--- src/rtl/vga_tile_renderer.sv ---
// ---------------------------------------------------------------------------
// vga_tile_renderer
//
// Pixel stage that sits directly behind the VGA timer. The screen is a
// 40x30 grid of 16x16 tiles on 640x480. For every pixel the block looks up
// the glyph code of the tile in screen memory and then the 12-bit colour of
// that pixel inside the glyph in bitmap memory. Both memories are external
// and have a synchronous read with one clock of latency. Sync signals travel
// through the same number of registers as the pixel data, so the pins see
// RGB, hsync and vsync exactly aligned, four clocks after the timer.
//
// Ports
//   clk            system clock, everything is clocked on the rising edge
//   reset          asynchronous, active-high
//   x, y           pixel column / row from the timer
//   hsync_in       timer horizontal sync
//   vsync_in       timer vertical sync
//   activevideo_in timer visible-region flag
//   smem_addr      screen memory address, row*40+col (registered)
//   smem_char      screen memory data: MSB = blink attribute, rest = glyph
//   bmem_addr      bitmap memory address {glyph, y[3:0], x[3:0]}
//   bmem_color     bitmap memory data {R,G,B}
//   red/green/blue pixel colour to the pins (registered)
//   hsync, vsync   delayed syncs to the pins (registered)
// ---------------------------------------------------------------------------
module vga_tile_renderer #(
    parameter int   CHARBITS  = 5,
    parameter int   SMEM_AW   = 11,
    parameter int   BLINK_BIT = 5,
    parameter logic SYNC_IDLE = 1'b1
) (
    input  logic                  clk,
    input  logic                  reset,
    input  logic [9:0]            x,
    input  logic [9:0]            y,
    input  logic                  hsync_in,
    input  logic                  vsync_in,
    input  logic                  activevideo_in,
    output logic [SMEM_AW-1:0]    smem_addr,
    input  logic [CHARBITS-1:0]   smem_char,
    output logic [CHARBITS+6:0]   bmem_addr,
    input  logic [11:0]           bmem_color,
    output logic [3:0]            red,
    output logic [3:0]            green,
    output logic [3:0]            blue,
    output logic                  hsync,
    output logic                  vsync
);

    // -----------------------------------------------------------------------
    // Tile index arithmetic
    // -----------------------------------------------------------------------
    logic [4:0]  tileRow;
    logic [5:0]  tileCol;
    logic [10:0] rowTimes32;
    logic [10:0] rowTimes8;
    logic [10:0] tileIndex;
    logic        unusedBits;

    assign tileRow    = y[8:4];
    assign tileCol    = x[9:4];
    assign unusedBits = y[9];

    // row*40 is built as row*32 + row*8 so no multiplier is needed; the
    // largest index is 29*40+39 = 1199, which fits 11 bits without wrapping.
    always_comb begin
        rowTimes32 = {1'b0, tileRow, 5'b00000};
        rowTimes8  = {3'b000, tileRow, 3'b000};
        tileIndex  = rowTimes32 + rowTimes8 + {5'b00000, tileCol};
    end

    // -----------------------------------------------------------------------
    // Pipeline registers
    // -----------------------------------------------------------------------
    // Stage 1: screen memory address plus the in-tile pixel position and
    // timer flags that have to follow the data through the memories.
    logic [SMEM_AW-1:0] smemAddr_q, smemAddr_d;
    logic [3:0]         s1XLo_q, s1XLo_d;
    logic [3:0]         s1YLo_q, s1YLo_d;
    logic               s1Hs_q, s1Hs_d;
    logic               s1Vs_q, s1Vs_d;
    logic               s1Act_q, s1Act_d;

    // Stage 2: fields lined up with smem_char, which forms bmem_addr.
    logic [3:0]         s2XLo_q, s2XLo_d;
    logic [3:0]         s2YLo_q, s2YLo_d;
    logic               s2Hs_q, s2Hs_d;
    logic               s2Vs_q, s2Vs_d;
    logic               s2Act_q, s2Act_d;

    // Stage 3: fields lined up with bmem_color, plus the blink decision that
    // had to be taken while smem_char was still on the bus.
    logic               s3Hs_q, s3Hs_d;
    logic               s3Vs_q, s3Vs_d;
    logic               s3Act_q, s3Act_d;
    logic               s3Blink_q, s3Blink_d;

    // Stage 4: the pin registers.
    logic [11:0]        rgb_q, rgb_d;
    logic               hsync_q, hsync_d;
    logic               vsync_q, vsync_d;

    // Frame counter for the blink attribute.
    logic [5:0]         frameCnt_q, frameCnt_d;
    logic               vsyncPrev_q, vsyncPrev_d;
    logic               vsyncStart;

    // -----------------------------------------------------------------------
    // Next-state logic for the pipeline
    // -----------------------------------------------------------------------
    // The screen memory address only moves while the timer is inside the
    // visible area; during blanking x/y run past the grid and would point
    // outside screen memory, so the last valid address is held instead.
    always_comb begin
        smemAddr_d = smemAddr_q;
        if (activevideo_in) begin
            smemAddr_d = SMEM_AW'(tileIndex);
        end

        s1XLo_d = x[3:0];
        s1YLo_d = y[3:0];
        s1Hs_d  = hsync_in;
        s1Vs_d  = vsync_in;
        s1Act_d = activevideo_in;

        s2XLo_d = s1XLo_q;
        s2YLo_d = s1YLo_q;
        s2Hs_d  = s1Hs_q;
        s2Vs_d  = s1Vs_q;
        s2Act_d = s1Act_q;

        s3Hs_d    = s2Hs_q;
        s3Vs_d    = s2Vs_q;
        s3Act_d   = s2Act_q;
        s3Blink_d = smem_char[CHARBITS-1] & frameCnt_q[BLINK_BIT];

        hsync_d = s3Hs_q;
        vsync_d = s3Vs_q;
        rgb_d   = 12'h000;
        if (s3Act_q && !s3Blink_q) begin
            rgb_d = bmem_color;
        end
    end

    // The glyph index and the in-tile position address one pixel of the
    // glyph bitmap; the read result arrives one clock later with stage 3.
    assign bmem_addr = {smem_char[CHARBITS-2:0], s2YLo_q, s2XLo_q};

    // -----------------------------------------------------------------------
    // Frame counter
    // -----------------------------------------------------------------------
    // Counting only the idle-to-active transition of vsync gives exactly one
    // step per sync pulse regardless of how many clocks the pulse lasts.
    always_comb begin
        vsyncPrev_d = vsync_in;
        vsyncStart  = (vsyncPrev_q == SYNC_IDLE) && (vsync_in == ~SYNC_IDLE);
        frameCnt_d  = frameCnt_q;
        if (vsyncStart) begin
            frameCnt_d = frameCnt_q + 6'd1;
        end
    end

    // -----------------------------------------------------------------------
    // Registers
    // -----------------------------------------------------------------------
    // The sync copies inside the pipe reset to the idle level rather than 0,
    // so releasing reset does not push a false sync pulse out to the monitor
    // while the pipe refills.
    always_ff @(posedge clk or posedge reset) begin
        if (reset) begin
            smemAddr_q  <= '0;
            s1XLo_q     <= 4'h0;
            s1YLo_q     <= 4'h0;
            s1Hs_q      <= SYNC_IDLE;
            s1Vs_q      <= SYNC_IDLE;
            s1Act_q     <= 1'b0;
            s2XLo_q     <= 4'h0;
            s2YLo_q     <= 4'h0;
            s2Hs_q      <= SYNC_IDLE;
            s2Vs_q      <= SYNC_IDLE;
            s2Act_q     <= 1'b0;
            s3Hs_q      <= SYNC_IDLE;
            s3Vs_q      <= SYNC_IDLE;
            s3Act_q     <= 1'b0;
            s3Blink_q   <= 1'b0;
            rgb_q       <= 12'h000;
            hsync_q     <= SYNC_IDLE;
            vsync_q     <= SYNC_IDLE;
            frameCnt_q  <= 6'd0;
            vsyncPrev_q <= SYNC_IDLE;
        end else begin
            smemAddr_q  <= smemAddr_d;
            s1XLo_q     <= s1XLo_d;
            s1YLo_q     <= s1YLo_d;
            s1Hs_q      <= s1Hs_d;
            s1Vs_q      <= s1Vs_d;
            s1Act_q     <= s1Act_d;
            s2XLo_q     <= s2XLo_d;
            s2YLo_q     <= s2YLo_d;
            s2Hs_q      <= s2Hs_d;
            s2Vs_q      <= s2Vs_d;
            s2Act_q     <= s2Act_d;
            s3Hs_q      <= s3Hs_d;
            s3Vs_q      <= s3Vs_d;
            s3Act_q     <= s3Act_d;
            s3Blink_q   <= s3Blink_d;
            rgb_q       <= rgb_d;
            hsync_q     <= hsync_d;
            vsync_q     <= vsync_d;
            frameCnt_q  <= frameCnt_d;
            vsyncPrev_q <= vsyncPrev_d;
        end
    end

    // -----------------------------------------------------------------------
    // Outputs
    // -----------------------------------------------------------------------
    assign smem_addr = smemAddr_q;
    assign red       = rgb_q[11:8];
    assign green     = rgb_q[7:4];
    assign blue      = rgb_q[3:0];
    assign hsync     = hsync_q;
    assign vsync     = vsync_q;

endmodule

--- config.mk ---
export PLATFORM = sky130hd
export DESIGN_NAME = vga_tile_renderer
export DESIGN_NICKNAME = d
export VERILOG_FILES = /design/src/rtl/vga_tile_renderer.sv
export SDC_FILE = /design/constraint.sdc
export NUM_CORES = 1
export LEC_CHECK = 0
export ABC_AREA = 0
export CELL_PAD_IN_SITES_DETAIL_PLACEMENT = 0
export CELL_PAD_IN_SITES_GLOBAL_PLACEMENT = 1
export CORE_MARGIN = 5
export CORE_UTILIZATION = 46
export CTS_BUF_LIST = sky130_fd_sc_hd__clkbuf_2 sky130_fd_sc_hd__clkbuf_4 sky130_fd_sc_hd__clkbuf_8
export DETAILED_ROUTE_END_ITERATION = 6
export DONT_BUFFER_PORTS = 1
export PLACE_DENSITY = 0.84
export SYNTH_ARGS = -nofsm -noshare
export SYNTH_HDL_FRONTEND = slang
export SYNTH_SLANG_ARGS = --single-unit
--- constraint.sdc ---
create_clock -name clk -period 1.7 [get_ports clk]
set_clock_uncertainty 0.15 [all_clocks]
set_input_delay 0.34 -clock clk [delete_from_list [all_inputs] [get_ports clk]]
set_output_delay 0.34 -clock clk [all_outputs]
set_load 0.005 [all_outputs]
==> impl_metrics.tcl, run 1 <==
set metrics [dict create \
    startpoint_type "input pin" \
    report.final.slew_viol_count 0 \
    end_kind "flip-flop" \
    die-area_mm2 0.00596 \
    post_cts_buffers 0 \
    cts.sink_count 57 \
    hpwlAfterDp_mm 2.50 \
    met2_length_mm 1.85 \
    slew_headroom 0.614 \
    die_w_um 77.2 \
    drive_gt1_frac 0.261 \
    min_period_ps 1800 \
    rows 24 \
    yosys_warnings 0 \
    antenna_found_initial 0 \
    worstPathMaxFanout 2 \
    yosys.cell_types.count 27 \
    ios 79 \
    place_ws_ps -444 \
    cp_data_arrival_time_ps 1860 \
    post-route-cell-area_mm2 0.00267 \
    diodes 0 \
    clkPwrFrac 0.376 \
    tightestPinTransition_ps 578 \
    multi_input_area_um2 594 \
    cts_buffers 9 \
    power_switching_mw 0.753 \
    period_share 1.06 \
    rrSetupSlack_ps 290 \
    ys_ff_latch 57 \
    h-tree-depth 3 \
    hold_ws_ps 13.3 \
    nets 229 \
    powerDensity_mw_per_mm2 1230 \
    synth-seq-area-share 0.692 \
    setup_slack_ps -103 \
    overflow 0 \
    maxCapViolCount 0 \
    setup_tns_ps -339 \
    synth_area_mm2 0.00208 \
    areaGrowthSynthToFinish_pct 28.6 \
    grt_max_degree 38 \
    cts_tree "built" \
    layout_commonest_cell "dfrtp_1" \
    cts_buffer_depth 2 \
    route.final.wire_length_mm 3.76 \
    numPortBuffers 0 \
    ant_nets 0 \
    avgViaCountPerCell 4.77 \
    cts-root-buf "clkbuf_8" \
    timing.fmax_ghz 0.555 \
    syn_nets 192 \
    clk_latency_ps 320 \
    track_usage 0.140 \
    register_area_mm2 0.00144 \
    final_cell_mix "49 x dfrtp_1, 27 x dlygate4sd3_1, 13 x and2_1" \
    crit_required_ps 1750 \
    avgSynthCellArea_um2 15.0 \
    fin_util 0.613 \
    irDropWorstVdd_uv 843 \
    rsz0062_at_grt "true" \
    gp_congestion 0.722 \
    grt_pass1_wl_mm 6.26 \
    m1WireLength_mm 1.46 \
    coreArea_mm2 0.00435 \
    grt_pass1_vias 1199 \
    switching_share 0.229 \
    synthCells 138 \
    wire_per_inst_um 16.2 \
    final_hold_viol_count 0 \
    cellInternalPower_mw 2.53 \
    status "finished, violations left" \
    clk_pin_slew_worst_paths_ps 60 \
    chipHeight_um 77.2 \
    drtIter0Drc 24 \
    combPwrFrac 0.119 \
    hp-class "in -> reg" \
    violations "negative setup slack" \
    initial_core_util 0.477 \
    num_vias 1106 \
    dr.pass1.iters 2 \
    drc 0 \
    p_leak_nw 1.22 \
    dr_wl_met3_um 353 \
    critical_path_class "in -> reg" \
    top_layer "met4" \
    seqPwrFrac 0.505 \
    fill_cells 358 \
    finalSetupViolations 4 \
    placed_area_mm2 0.00219 \
]
[cells by family after synthesis]
group / synth area share
compound gates: 0.0374
buf+inv: 0.0350
xor+xnor: 0.0295
mux: 0.0488
simple gates: 0.0778
flops: 0.692
fa+ha+maj: 0.0796
[timing repair]
action | in CTS | in global routing
resized for setup | 3 | 1
setup endpoints to repair | 4 | 5
pin swaps | 5 | 2
endpoints found under the hold margin | 38 | 4
hold buffers | 23 | 4
[worst paths after layout]
| path | from | to | cells past startpoint |
|---|---|---|---|
| min in group asynchronous | reset | rgb_q[11] | 2 |
| worst min-delay path | bmem_color[7] | rgb_q[7] | 1 |
| worst max register to register | vsyncPrev_q | frameCnt_q[5] | 4 |
| worst min register to register | s1Act_q | s2Act_q | 0 |
| max in group asynchronous | reset | hsync | 3 |
| worst max-delay path | y[6] | smem_addr[10] | 8 |
[per-layer routing]
layer  up-vias  GRT usage
li1        522          -
met1       524      0.157
met2        52      0.214
met3         8     0.0656
met4         0     0.0842
met5         -          0
[final cells by class]
| type | count | area share |
|---|---|---|
| flip-flops and latches | 57 | 0.538 |
| multi-input cells | 66 | 0.223 |
| repair buffers | 32 | 0.120 |
| clock buffers | 13 | 0.0600 |
| well taps | 52 | 0.0244 |
| inverters | 9 | 0.0197 |
| clock inverters | 3 | 0.0150 |
[state kept, by name, summed over array words and instances (netlist names), 4 cells and up]
name,flops
smem_addr,11
s1YLo_q,4
rgb_q,12
s1XLo_q,4
s2XLo_q,4
frameCnt_q,6
s2YLo_q,4
[per-stage QoR]
stage | power [mW] | instances
2_1_floorplan | 1.93 | 138
3_3_place_gp | 2.00 | 189
3_5_place_dp | 2.03 | 189
4_1_cts | 3.32 | 228
5_1_grt | 3.49 | 232
6_report | 3.28 | 232
[cell usage after synthesis]
cell	instances	area [um2]
xor2_1	2	17.5
and2b_1	1	7.51
o31a_1	1	8.76
a211oi_1	1	7.51
nor2_1	1	3.75
ha_1	10	125
fa_1	2	40.0
o21ai_0	1	5.00
a21oi_2	1	8.76
inv_1	9	33.8
xnor2_1	5	43.8
o21a_1	2	15.0
dfstp_2	8	210
nand2_1	5	18.8
nor3_1	1	5.00
o31ai_2	1	12.5
buf_2	1	5.00
mux2_2	9	101
a21oi_1	1	5.00
a21o_1	2	15.0
dfrtp_1	49	1230
clkbuf_1	1	3.75
and2_1	13	81.3
nor2b_1	2	12.5
buf_4	4	30.0
nand4_1	4	25.0
nand3b_1	1	7.51
[critical path, cell delays in order]
cell     delay [ps]
inv_8            10
fa_1            540
buf_4           110
fa_2            190
nor2b_1          50
o21a_1          180
o21a_1          200
o31a_1          230
[power groups by stage]
stage | clock (mW) | combinational (mW) | sequential, mW
2_1_floorplan | 0 | 0.286 | 1.65
3_3_place_gp | 0 | 0.324 | 1.68
3_5_place_dp | 0 | 0.346 | 1.68
4_1_cts | 1.27 | 0.394 | 1.66
5_1_grt | 1.37 | 0.443 | 1.68
6_report | 1.23 | 0.392 | 1.66
Power figures use the tool's default switching activity.
==> run 2: changes to the inputs <==
--- a/config.mk
+++ b/config.mk
@@ -14,6 +14,7 @@
 export DETAILED_ROUTE_END_ITERATION = 6
 export DONT_BUFFER_PORTS = 1
 export PLACE_DENSITY = 0.84
+export RECOVER_POWER = 50
 export SYNTH_ARGS = -nofsm -noshare
 export SYNTH_HDL_FRONTEND = slang
 export SYNTH_SLANG_ARGS = --single-unit
==> impl_metrics.tcl, run 2 (synthesis results as in run 1) <==
set metrics [dict create \
    tightestPinTransition_ps 919 \
    grt_max_degree 38 \
    antenna_found_initial 0 \
    powerDensity_mw_per_mm2 1230 \
    diodes 0 \
    cts.sink_count 57 \
    timing.fmax_ghz 0.555 \
    drive_gt1_frac 0.261 \
    ios 79 \
    rows 24 \
    final_cell_mix "49 x dfrtp_1, 27 x dlygate4sd3_1, 13 x and2_1" \
    track_usage 0.140 \
    finalSetupViolations 4 \
    critical_path_class "in -> reg" \
    dp.cells 189 \
    clk_latency_ps 320 \
    cellInternalPower_mw 2.53 \
    hp-class "in -> reg" \
    total_power_mw 3.28 \
    areaGrowthSynthToFinish_pct 28.5 \
    setup_tns_ps -339 \
    switching_share 0.229 \
    rsz0062_at_grt "true" \
    power_switching_mw 0.753 \
    route.final.wire_length_mm 3.76 \
    min_period_ps 1800 \
    drtIter0Drc 24 \
    avgViaCountPerCell 4.77 \
    gp_congestion 0.722 \
    status "finished, violations left" \
    largest-register "rgb_q" \
    cp_top_family "adder cells" \
    hold_ws_ps 13.2 \
    largest_reg_flops 12 \
    report.final.slew_viol_count 0 \
    chipHeight_um 77.2 \
    setup_slack_ps -103 \
    cts_buffers 9 \
    layout_commonest_cell "dfrtp_1" \
    combPwrFrac 0.119 \
    seqPwrFrac 0.505 \
    crit_required_ps 1750 \
    initial_core_util 0.477 \
    post_cts_buffers 0 \
    overflow 0 \
    h-tree-depth 3 \
    num_vias 1106 \
    grt_pass1_vias 1199 \
    max_stage_delay_ps 540 \
    maxCapViolCount 0 \
    slew_headroom 0.384 \
    dr.pass1.iters 2 \
    cts_buffer_depth 2 \
    final_cells 232 \
    cp_data_arrival_time_ps 1860 \
    drc 0 \
    multi_input_area_um2 594 \
    cts_tree "built" \
    p_leak_nw 1.22 \
    period_share 1.06 \
    path_cells "inv_8, fa_1, buf_4, fa_2, nor2b_1, o21a_1, o21a_1, o31a_1" \
    wire_per_inst_um 16.2 \
    clk_pin_slew_worst_paths_ps 60 \
    die-area_mm2 0.00596 \
    worst_path_max_delay_cell "fa_1" \
    fill_cells 359 \
    register_area_mm2 0.00144 \
    end_kind "flip-flop" \
    clkPwrFrac 0.376 \
    violations "negative setup slack" \
    final_hold_viol_count 0 \
    coreArea_mm2 0.00435 \
    crit_buf_inv 2 \
    die_w_um 77.2 \
    worstPathMaxFanout 2 \
    cts-root-buf "clkbuf_8" \
    ant_nets 0 \
    irDropWorstVdd_uv 843 \
    startpoint_type "input pin" \
    grt_pass1_wl_mm 6.26 \
    nets 229 \
    hpwlAfterDp_mm 2.50 \
    fin_util 0.612 \
    crit_path_frequent_cell "o21a_1" \
    numPortBuffers 0 \
]
[run 2: metrics by stage]
step,setup slack [ps],area (um2)
global placement,-427,2190
CTS,-89.3,2620
finish,-103,2670
floorplan,-419,2110
global route,-163,2670
detailed placement,-444,2190
[run 2: what timing repair did]
item                                   CTS  global route
gates resized for setup                  3             1
endpoints found under the hold margin   38             4
setup endpoints to repair                4             5
pin swaps                                5             2
hold buffers                            23             4
[run 2: area by class of cell]
type | count | share of cell area
multi-input combinational | 66 | 0.223
inverter | 9 | 0.0188
sequential | 57 | 0.539
clock inverter | 3 | 0.0150
clock buffer | 13 | 0.0601
timing repair buffer | 32 | 0.120
tap | 52 | 0.0244
[run 2: power by group through the flow]
stage	combinational [mW]	clock, mW	sequential (mW)
final	0.391	1.23	1.66
after global routing	0.443	1.37	1.68
after CTS	0.394	1.27	1.66
after detailed placement	0.346	0	1.68
after global placement	0.324	0	1.68
after floorplan	0.286	0	1.65
[run 2: metal layers]
layer  routed length (um)  global-route usage  up-vias
li1                     -                   -      522
met1                 1470               0.157      524
met2                 1860               0.214       52
met3                  348              0.0656        8
met4                   90              0.0842        0
met5                    0                   0        -
[run 2: worst paths after layout]
check                                     end  slack, ps          start  cells after the start
worst max-delay path            smem_addr[10]       -100           y[6]                      8
worst min-delay path                 rgb_q[7]         10  bmem_color[7]                      1
worst max register to register  frameCnt_q[5]        290    vsyncPrev_q                      4
worst min register to register        s2Act_q        190        s1Act_q                      0
max in group asynchronous               hsync        220          reset                      3
min in group asynchronous           rgb_q[11]        480          reset                      2
==> run 3: changes to the inputs <==
--- a/config.mk
+++ b/config.mk
@@ -15,6 +15,8 @@
 export DONT_BUFFER_PORTS = 1
 export PLACE_DENSITY = 0.84
 export RECOVER_POWER = 50
+export SLEW_MARGIN = 20
 export SYNTH_ARGS = -nofsm -noshare
 export SYNTH_HDL_FRONTEND = slang
 export SYNTH_SLANG_ARGS = --single-unit
+export TNS_END_PERCENT = 30
==> impl_metrics.tcl, run 3 (synthesis results as in run 1) <==
set metrics [dict create \
    crit_required_ps 1760 \
    num_vias 1150 \
    violations "negative setup slack" \
    nets 231 \
    maxCapViolCount 0 \
    final_cell_mix "49 x dfrtp_1, 28 x dlygate4sd3_1, 13 x and2_1" \
    initial_core_util 0.477 \
    dr.pass1.iters 5 \
    cts_buffer_depth 2 \
    areaGrowthSynthToFinish_pct 29.6 \
    cp_top_family "adder cells" \
    rsz0062_at_grt "true" \
    overflow 0 \
    startpoint_type "input pin" \
    total_power_mw 3.32 \
    wire_per_inst_um 16.7 \
    rows 24 \
    combPwrFrac 0.121 \
    min_period_ps 1810 \
    grt_pass1_wl_mm 6.66 \
    finalSetupViolations 5 \
    avgViaCountPerCell 4.91 \
    p_leak_nw 1.23 \
    end_kind "flip-flop" \
    report.final.slew_viol_count 0 \
    chipHeight_um 77.2 \
    track_usage 0.151 \
    ios 79 \
    worstPathMaxFanout 2 \
    switching_share 0.231 \
    r2r_start "vsyncPrev_q" \
    drtIter0Drc 42 \
    setup_tns_ps -388 \
    worstHoldStart "x[5]" \
    powerDensity_mw_per_mm2 1230 \
    cts_buffers 9 \
    crit_start "y[6]" \
    clk_latency_ps 320 \
    largest_reg_flops 12 \
    fill_cells 333 \
    die_w_um 77.2 \
    drive_gt1_frac 0.258 \
    tightestPinTransition_ps 547 \
    critical_path_class "in -> reg" \
    hp-class "in -> reg" \
    diodes 0 \
    grt_pass1_vias 1267 \
    grt_max_degree 25 \
    largest-register "rgb_q" \
    layout_commonest_cell "dfrtp_1" \
    clkPwrFrac 0.381 \
    cellInternalPower_mw 2.56 \
    register_area_mm2 0.00144 \
    setup_slack_ps -105 \
    die-area_mm2 0.00596 \
    ant_nets 0 \
    coreArea_mm2 0.00435 \
    path_cells "inv_8, fa_1, inv_1, ha_4, a21o_1, a21oi_2, xnor2_1, mux2_4" \
    post-route-cell-area_mm2 0.00269 \
    status "finished, violations left" \
    placed_area_mm2 0.00219 \
    fin_util 0.618 \
    gp_congestion 0.734 \
    cts.sink_count 57 \
    hpwlAfterDp_mm 2.54 \
    max_stage_delay_ps 540 \
    timing.fmax_ghz 0.554 \
    cp_data_arrival_time_ps 1870 \
    worst_path_max_delay_cell "fa_1" \
    slew_headroom 0.634 \
    crit_buf_inv 2 \
    cts_tree "built" \
    clk_pin_slew_worst_paths_ps 60 \
    cts-root-buf "clkbuf_8" \
    h-tree-depth 3 \
    seqPwrFrac 0.498 \
    multi_input_area_um2 604 \
    irDropWorstVdd_uv 618 \
    drc 0 \
    period_share 1.06 \
    antenna_found_initial 0 \
    final_hold_viol_count 0 \
    numPortBuffers 0 \
    power_switching_mw 0.766 \
    route.final.wire_length_mm 3.91 \
]
run 3: changes by cell type in the layout (fill, tap and decap cells not counted), sizes merged:
cell,previous run,this run
clkbuf,13,14
dlygate4sd3,27,28
run 3: metrics by stage:
step	setup WS [ps]	hold WS [ps]	cells
global placement	-453	109	189
finish	-105	23.7	234
detailed placement	-546	125	189
global route	-128	0.394	234
CTS	-112	5.61	233
floorplan	-419	181	138
run 3: area by class of cell:
class,count,area share
clock buffers,13,0.0619
clock inverters,3,0.0149
inverters,9,0.0195
multi-input cells,66,0.225
flip-flops and latches,57,0.534
well taps,52,0.0242
repair buffers,34,0.121
run 3: routing by layer:
layer / wire length [um] / up-vias / track usage
met4: 53 / 0 / 0.0808
met2: 1900 / 64 / 0.222
met1: 1420 / 552 / 0.162
met5: 0 / - / 0
li1: - / 530 / -
met3: 533 / 4 / 0.101
run 3: timing repair:
item                       in CTS  in global routing
setup buffers                   1                  0
hold buffers                   27                  1
gates cloned                    0                  0
gates resized for setup         3                  2
hold endpoints to repair       46                  5
pin swaps                       2                  4
setup endpoints to repair       3                  5
run 3: power by group through the flow:
stage | logic, mW | clock network, mW | registers [mW]
after floorplan | 0.285 | 0 | 1.65
after global placement | 0.320 | 0 | 1.67
after detailed placement | 0.342 | 0 | 1.68
after CTS | 0.400 | 1.30 | 1.66
after global routing | 0.459 | 1.39 | 1.68
final | 0.402 | 1.27 | 1.65
run 3: worst reg2reg max path, cell delays in order (launching register included):
cell and delay, ps:
dfstp_1 540, and2b_1 230, nand4_1 170, nor2_1 160
xor2_1 150
run 3: worst paths after layout:
path | endpoint | slack [ps] | depth (start not counted)
max | smem_addr[7] | -110 | 8
min in group asynchronous | s1YLo_q[1] | 370 | 2
min reg2reg | s3Act_q | 200 | 0
min | smem_addr[1] | 20 | 1
max in group asynchronous | hsync | 260 | 3
max reg2reg | frameCnt_q[5] | 240 | 4
